## src/rtl/imem_loader.sv

```systemverilog
// Packs the UART byte stream (4-byte LE length header, then program bytes) into
// 32-bit little-endian words and writes them sequentially into instruction memory.
module imem_loader #(
    parameter int ADDR_W    = 12,
    parameter int BASE_ADDR = 0,
    parameter int MEM_WORDS = 4096
) (
    input  logic              CLK,
    input  logic              RST,
    input  logic              Rdata_valid,
    input  logic [7:0]        receive_data,
    input  logic              Receive_fin,
    output logic              imem_we,
    output logic [ADDR_W-1:0] imem_addr,
    output logic [31:0]       imem_wdata,
    output logic [31:0]       load_len,
    output logic [7:0]        checksum,
    output logic              load_done,
    output logic              ovf_err
);

    localparam logic [ADDR_W-1:0] BASE    = ADDR_W'(BASE_ADDR);
    localparam logic [31:0]       MEM_LIM = 32'(MEM_WORDS);

    typedef enum logic [1:0] {S_LEN, S_DATA, S_FLUSH, S_DONE} state_t;

    state_t      state, state_nxt;
    logic [1:0]  hdr_cnt;
    logic [1:0]  lane;
    logic [23:0] asm_q;     // lanes 0..2; lane 3 goes straight into the write word
    logic [31:0] word_cnt;

    logic        take_hdr, take_byte, word_full, wr_req, wr_ok;
    logic [31:0] word_nxt;

    always_ff @(posedge CLK or posedge RST) begin
        if (RST) state <= S_LEN;
        else     state <= state_nxt;
    end

    always_comb begin
        state_nxt = state;
        case (state)
            S_LEN:   if (Rdata_valid && hdr_cnt == 2'd3) state_nxt = S_DATA;
            // a byte arriving with Receive_fin is consumed first; fin is seen next cycle
            S_DATA:  if (Receive_fin && !Rdata_valid)
                         state_nxt = (lane != 2'd0) ? S_FLUSH : S_DONE;
            S_FLUSH: state_nxt = S_DONE;
            S_DONE:  state_nxt = S_DONE;
            default: state_nxt = S_LEN;
        endcase
    end

    always_comb begin
        take_hdr  = (state == S_LEN)  && Rdata_valid;
        take_byte = (state == S_DATA) && Rdata_valid;
        word_full = take_byte && (lane == 2'd3);
        wr_req    = word_full || (state == S_FLUSH);
        wr_ok     = wr_req && (word_cnt < MEM_LIM);
        word_nxt  = (state == S_FLUSH) ? {8'h00, asm_q} : {receive_data, asm_q};
    end

    always_ff @(posedge CLK or posedge RST) begin
        if (RST) begin
            imem_we    <= 1'b0;
            imem_addr  <= BASE;
            imem_wdata <= '0;
            load_len   <= '0;
            checksum   <= '0;
            load_done  <= 1'b0;
            ovf_err    <= 1'b0;
            hdr_cnt    <= '0;
            lane       <= '0;
            asm_q      <= '0;
            word_cnt   <= '0;
        end else begin
            imem_we <= wr_ok;
            if (take_hdr) begin
                load_len <= {receive_data, load_len[31:8]};
                hdr_cnt  <= hdr_cnt + 2'd1;
            end
            if (take_byte) begin
                checksum <= checksum ^ receive_data;
                lane     <= lane + 2'd1;
                case (lane)
                    2'd0:    asm_q[7:0]   <= receive_data;
                    2'd1:    asm_q[15:8]  <= receive_data;
                    2'd2:    asm_q[23:16] <= receive_data;
                    default: ;
                endcase
            end
            // Suppressed writes still advance the word count so later words stay suppressed
            if (wr_req) begin
                asm_q    <= '0;
                word_cnt <= word_cnt + 32'd1;
                if (wr_ok) begin
                    imem_wdata <= word_nxt;
                    imem_addr  <= BASE + word_cnt[ADDR_W-1:0];
                end else begin
                    ovf_err <= 1'b1;
                end
            end
            if (state == S_DONE) load_done <= 1'b1;
        end
    end

endmodule

```

## config.mk

```make
export PLATFORM = sky130hd
export DESIGN_NAME = imem_loader
export DESIGN_NICKNAME = d
export VERILOG_FILES = /design/src/rtl/imem_loader.sv
export SDC_FILE = /design/constraint.sdc
export NUM_CORES = 1
export LEC_CHECK = 0
export ABC_AREA = 1
export ABC_CLOCK_PERIOD_IN_PS = 5800
export BUFFER_PORTS_ARGS = -buffer_cell sky130_fd_sc_hd__buf_4
export CAP_MARGIN = 0
export CORE_MARGIN = 1.5
export CORE_UTILIZATION = 35
export CTS_CLUSTER_SIZE = 8
export DETAILED_ROUTE_END_ITERATION = 10
export GPL_TIMING_DRIVEN = 1
export SETUP_SLACK_MARGIN = 0.2
export SLEW_MARGIN = 5
export SYNTH_ARGS = -nofsm -noshare
export SYNTH_HDL_FRONTEND = slang
export SYNTH_SLANG_ARGS = --single-unit
```

## constraint.sdc

```tcl
create_clock -name CLK -period 5.8 [get_ports CLK]
set_clock_uncertainty 0.1 [all_clocks]
set_input_delay 0.87 -clock CLK [delete_from_list [all_inputs] [get_ports CLK]]
set_output_delay 0.87 -clock CLK [all_outputs]
set_load 0.005 [all_outputs]
```

==> reports/metrics.csv, run 1 <==
metric,value,unit
cts_buffers,17,
first_pass_iters,4,
synth_xor_xnor_area_share,3.31,%
hold-path-cell-count,1,
cts_tree,yes,
dp_slack,2.53,ns
wl,14500,um
status,completed,
synth_adder_area_share,1.14,%
synthTopCellsByArea,"dfrtp_1 56%, nand2_1 13%, nand3_1 4.3%",
worst_pin_slew,0.921,ns
fp.dieW,140,um
synth_nets,729,
grt_pass1_wl,23600,um
ys_warn_count,0,
timing.hold.ws,0.362,ns
r2r_start,state[0],
fin_ws,2.90,ns
rsz0062_at_grt,no,
r2r_setup_slack,2.90,ns
setup_viol,0,
ys.flop_type,dfrtp_1,
die-area,19700,um2
grt-ovfl-total,0,
insertion_delay,0.42,ns
vias,4866,
fin_cells,1051,
vias_per_cell,4.63,
p_per_area,339,nW/um2
tns,0,ns
synth_edf_count,0,
cap_violations,0,
n_fill_cell,1817,
synth_top_family_by_area,simple AND/OR/NAND/NOR gates,
p_leak,4.17,nW
initial_core_util,35.5,%
min-delay-start,load_done,
r2r-end,imem_wdata[2],
hold_path_class,reg2reg,
area_growth,21.6,%
yosys.area.top_type,dfrtp_1,
cp.arrival,3.10,ns
irDropWorstVdd,0.212,mV
drtIter0Drc,247,
ctsHoldBuffers,0,
io_pins,99,
root_buffer,clkbuf_16,
critPathLaunchType,register,
dp.cells,1019,
path_clk_slew,0.06,ns
multi_input_area,2500,um2
grt_use_total,15.3,%
cts_resized,0,
h-tree-depth,4,
synth_compound_area_share,3.65,%
ys_types,31,
std_cell_rows,50,
finalCritPeriodShare,50.0,%
r2r_cells,5,
whs_endpoint,load_done,
endpoint_kind,register,
final_util,43.1,%
hold_viol,0,
worstSetupPathType,reg2reg,
grt_max_degree,97,
wl_per_cell,13.8,um
clock.fmax,0.345,GHz
dpl_cell_area,7450,um2
final_design_area_no_fill,8040,um2
seq_area_frac_synth,56.4,%
post-synth-top-count-cell,nand2_1,
synth_area,6610,um2
nNetsFinal,822,
gp_congestion,0.843,
slew_violations,0,
synth-simple-area-share,25.4,%
io_buffers,98,
yosysTopAreaCellShare,56.4,%
p_total,2.73,mW
synth.avg_cell_area,9.30,um2
dp_hpwl,9790,um
drive_gt1_share,21.2,%
netlist_top_cells_count,"236 x nand2_1, 149 x dfrtp_1, 73 x nor2_1, 57 x nand3_1, 42 x inv_1",
seqCellArea,3730,um2
muxShareOfSynthArea,4.26,%
fin_crit,2.90,ns
core,18600,um2
synth_seq_cells,149,
clock_sinks,149,
syn-instance-count,711,
grt_antenna_before_repair,0,
grt_pass1_vias,4562,
path_max_fanout,83,
async_flop_share,100,%
crit_required,6.00,ns
route.antenna.remaining_nets,0,
num_antenna_cells,0,
relSlewSlack,38.5,%
clock_path_buffers,2,
postCtsSetupRepairBufs,0,
die_y,140,um
drc,0,
==> report_power, final <==
| group | internal [mW] | switching (mW) | total, mW |
|---|---|---|---|
| logic | 0.151 | 0.157 | 0.308 |
| clock network | 0.649 | 0.454 | 1.10 |
| registers | 1.20 | 0.115 | 1.31 |
| total | 2.00 | 0.726 | 2.73 |
==> kinds of logic (layout without fill, tap and decap cells) <==
logic type,Yosys count,count (layout)
compound gates,42,42
xor+xnor,25,25
flops,149,149
simple gates,392,392
buf+inv,72,178
mux,25,25
fa+ha+maj,6,6
==> worst max-delay path, stage by stage, from the launching register on <==
cell and delay, ns:
dfrtp_1 0.57, nand4_4 0.24, nand2_4 0.74, nand4_4 0.75, nand2_1 0.26, nand2_1 0.08
==> cells in the final DEF, fill, tap and decap left out, types with 2 or more instances in the layout <==
cell,instances
a21oi_4,2
buf_4,100
bufinv_16,2
clkbuf_16,17
clkinv_2,3
clkinv_4,3
clkinvlp_4,3
dfrtp_1,149
ha_1,6
inv_1,41
inv_2,4
inv_6,3
mux2_2,25
nand2_1,236
nand3_1,57
nand3b_1,8
nand4_1,9
nand4_4,2
nor2_1,73
nor2_8,2
o21ai_0,28
o21ai_1,8
xnor2_1,8
xor2_1,17
==> worst max path at each step <==
stage / from / endpoint / slack, ns / depth (start not counted)
detailed placement: Rdata_valid / imem_wdata[21] / 2.53 / 6
global placement: Rdata_valid / imem_wdata[31] / 2.56 / 6
finish: state[0] / imem_wdata[2] / 2.90 / 5
global route: state[0] / imem_wdata[21] / 2.63 / 5
floorplan: RST / asm_q[0] / 0.82 / 1
CTS: state[0] / imem_wdata[2] / 2.85 / 5
==> registers in the layout, indices dropped and copies added (netlist names) <==
name and cells:
ovf_err 1, imem_addr 12, load_done 1, imem_wdata 32
word_cnt 32, load_len 32, asm_q 24, imem_we 1
hdr_cnt 2, lane 2, state 2, checksum 8
==> layout make-up <==
| class | instances | area share [%] |
|---|---|---|
| Inverter | 46 | 2.21 |
| Clock buffer | 18 | 5.46 |
| Tap cell | 234 | 3.64 |
| Multi-Input combinational cell | 490 | 31.1 |
| Clock inverter | 14 | 1.90 |
| Timing Repair Buffer | 100 | 9.34 |
| Sequential cell | 149 | 46.4 |
==> per-layer routing <==
layer  track usage [%]  up-vias  part of all wire [%]
li1                  -     2447                     -
met1              19.7     2335                    46
met3              4.24       17                   3.9
met2              24.5       67                    48
met4              6.03        0                   2.1
met5                 0        -                     0
(Power assumes the default switching activity.)
==> run 2, diff against run 1 <==
--- a/config.mk
+++ b/config.mk
@@ -6,7 +6,7 @@
 export NUM_CORES = 1
 export LEC_CHECK = 0
 export ABC_AREA = 1
-export ABC_CLOCK_PERIOD_IN_PS = 5800
+export ABC_CLOCK_PERIOD_IN_PS = 2600
 export BUFFER_PORTS_ARGS = -buffer_cell sky130_fd_sc_hd__buf_4
 export CAP_MARGIN = 0
 export CORE_MARGIN = 1.5
==> constraint.sdc (replaced) <==
create_clock -name CLK -period 2.6 [get_ports CLK]
set_clock_uncertainty 0.1 [all_clocks]
set_input_delay 0.39 -clock CLK [delete_from_list [all_inputs] [get_ports CLK]]
set_output_delay 0.39 -clock CLK [all_outputs]
set_load 0.005 [all_outputs]
==> run 2 against run 1 <==
  * Die area did not move
  * Sequential share of layout area decreased by 0.35 points
  * Critical endpoint is now asm_q[19]
  * Worst setup slack got worse by 2.4 ns
  * Combinational power grew 130%
  * Via count down 1.4%
  * Register-to-register slack lost 2.4 ns
  * Critical path depth grew 1
==> reports/metrics.csv, run 2 (same netlist as run 1, synthesis figures left out) <==
metric,value,unit
sw_frac_of_total,25.7,%
irDropWorstVdd,0.463,mV
grt-ovfl-total,0,
first_pass_iters,4,
cts_resized,0,
drc,0,
slowest_delay,0.63,ns
std_cell_rows,50,
p_total,6.07,mW
drive_gt1_share,21.5,%
hold_path_class,in2reg,
postCtsSetupRepairBufs,0,
grt_antenna_before_repair,0,
cp_cell_sequence,ha_1 -> nand4_4 -> nand2_4 -> a21oi_2 -> nand2_1 -> o21ai_1,
io_pins,99,
path_clk_slew,0.06,ns
drt-met1-wl,6850,um
clock.fmax,0.475,GHz
gp_congestion,0.792,
wl_met2,7220,um
multi_input_area,2500,um2
fp.dieW,140,um
rsz0062_at_grt,no,
path_max_fanout,44,
top_regs,"imem_wdata: 32 flops, load_len: 32 flops, word_cnt: 32 flops",
cp.arrival,2.35,ns
worst-path-buf-inv,0,
hold_viol,0,
comb_power_share,11.5,%
crit_required,2.85,ns
final_cell_mix,"236 x nand2_1, 149 x dfrtp_1, 105 x buf_4",
wl_per_cell,13.8,um
grt_use_total,15.7,%
setup_viol,0,
slew_violations,0,
worst_pin_slew,0.704,ns
core,18600,um2
num_antenna_cells,0,
cts_tree,yes,
fin_crit,2.10,ns
seqCellArea,3730,um2
intPower,4.51,mW
cpLargestDelayFamily,compound AO/OA/AOI/OAI gates,
n_fill_cell,1851,
p_leak,4.21,nW
final_common_cell,nand2_1,
ctsHoldBuffers,1,
wl,14600,um
finalCritPeriodShare,81.0,%
h-tree-depth,4,
cap_violations,0,
critPathLaunchType,register,
top_layer,met4,
drtIter0Drc,246,
area_growth,22.5,%
status,completed,
clock_path_buffers,2,
vias,4799,
cp_slowest_cell,a21oi_2,
dp_hpwl,10200,um
nNetsFinal,829,
relSlewSlack,53.1,%
initial_core_util,35.5,%
io_buffers,98,
endpoint_kind,register,
grt_pass1_vias,4836,
worstSetupPathType,reg2reg,
insertion_delay,0.42,ns
die-area,19700,um2
p_sw,1.56,mW
route.antenna.remaining_nets,0,
wl_met3,394,um
dp.cells,1025,
fin_cells,1056,
p_per_area,749,nW/um2
die_y,140,um
final_util,43.5,%
tns,0,ns
grt_pass1_wl,24500,um
clockPowerShare,40.4,%
cts_buffers,17,
grt_max_degree,126,
vias_per_cell,4.54,
power_frac_seq,48.1,%
clock_sinks,149,
root_buffer,clkbuf_16,
==> run 2: cell type report <==
class | count | share of cell area, %
well taps | 234 | 3.61
repair buffers | 107 | 10.1
multi-input cells | 490 | 30.9
inverters | 46 | 2.18
clock buffers | 17 | 5.25
flip-flops and latches | 149 | 46.0
clock inverters | 13 | 1.99
==> run 2: per-layer routing <==
metal  track usage, %  vias up
met5                0        -
met2             25.6       66
li1                 -     2456
met3             3.73       11
met1             20.6     2266
met4             5.37        0
==> run 2: path summary, 6_finish.rpt <==
path	endpoint	slack, ns	startpoint	cells after the start
worst max register to register	asm_q[19]	0.50	lane[1]	6
worst min-delay path	state[1]	0.15	Receive_fin	3
worst min register to register	checksum[2]	0.37	checksum[2]	1
worst max-delay path	asm_q[19]	0.50	lane[1]	6
min in group asynchronous	load_len[5]	0.52	RST	4
max in group asynchronous	word_cnt[16]	1.22	RST	4
==> run 2: worst min-delay path: stages <==
cell	delay [ns]
buf_4	0.08
a21oi_1	0.07
nor2_1	0.08
==> run 2: power by group through the flow <==
stage | clock network, mW | registers [mW] | logic [mW]
final | 2.45 | 2.92 | 0.697
after floorplan | 0 | 2.91 | 0.403
after global routing | 2.59 | 2.98 | 0.793
after CTS | 2.51 | 2.92 | 0.714
after global placement | 0 | 2.95 | 0.687
after detailed placement | 0 | 2.96 | 0.707
==> run 2: metrics by stage <==
| step | setup slack, ns | hold slack, ns | cell area [um2] |
|---|---|---|---|
| global placement | 0.534 | 0.356 | 7510 |
| floorplan | 0.235 | 0.351 | 6620 |
| CTS | 0.482 | 0.118 | 8100 |
| detailed placement | 0.488 | 0.360 | 7510 |
| finish | 0.495 | 0.146 | 8100 |
| global route | 0.303 | 0.162 | 8100 |
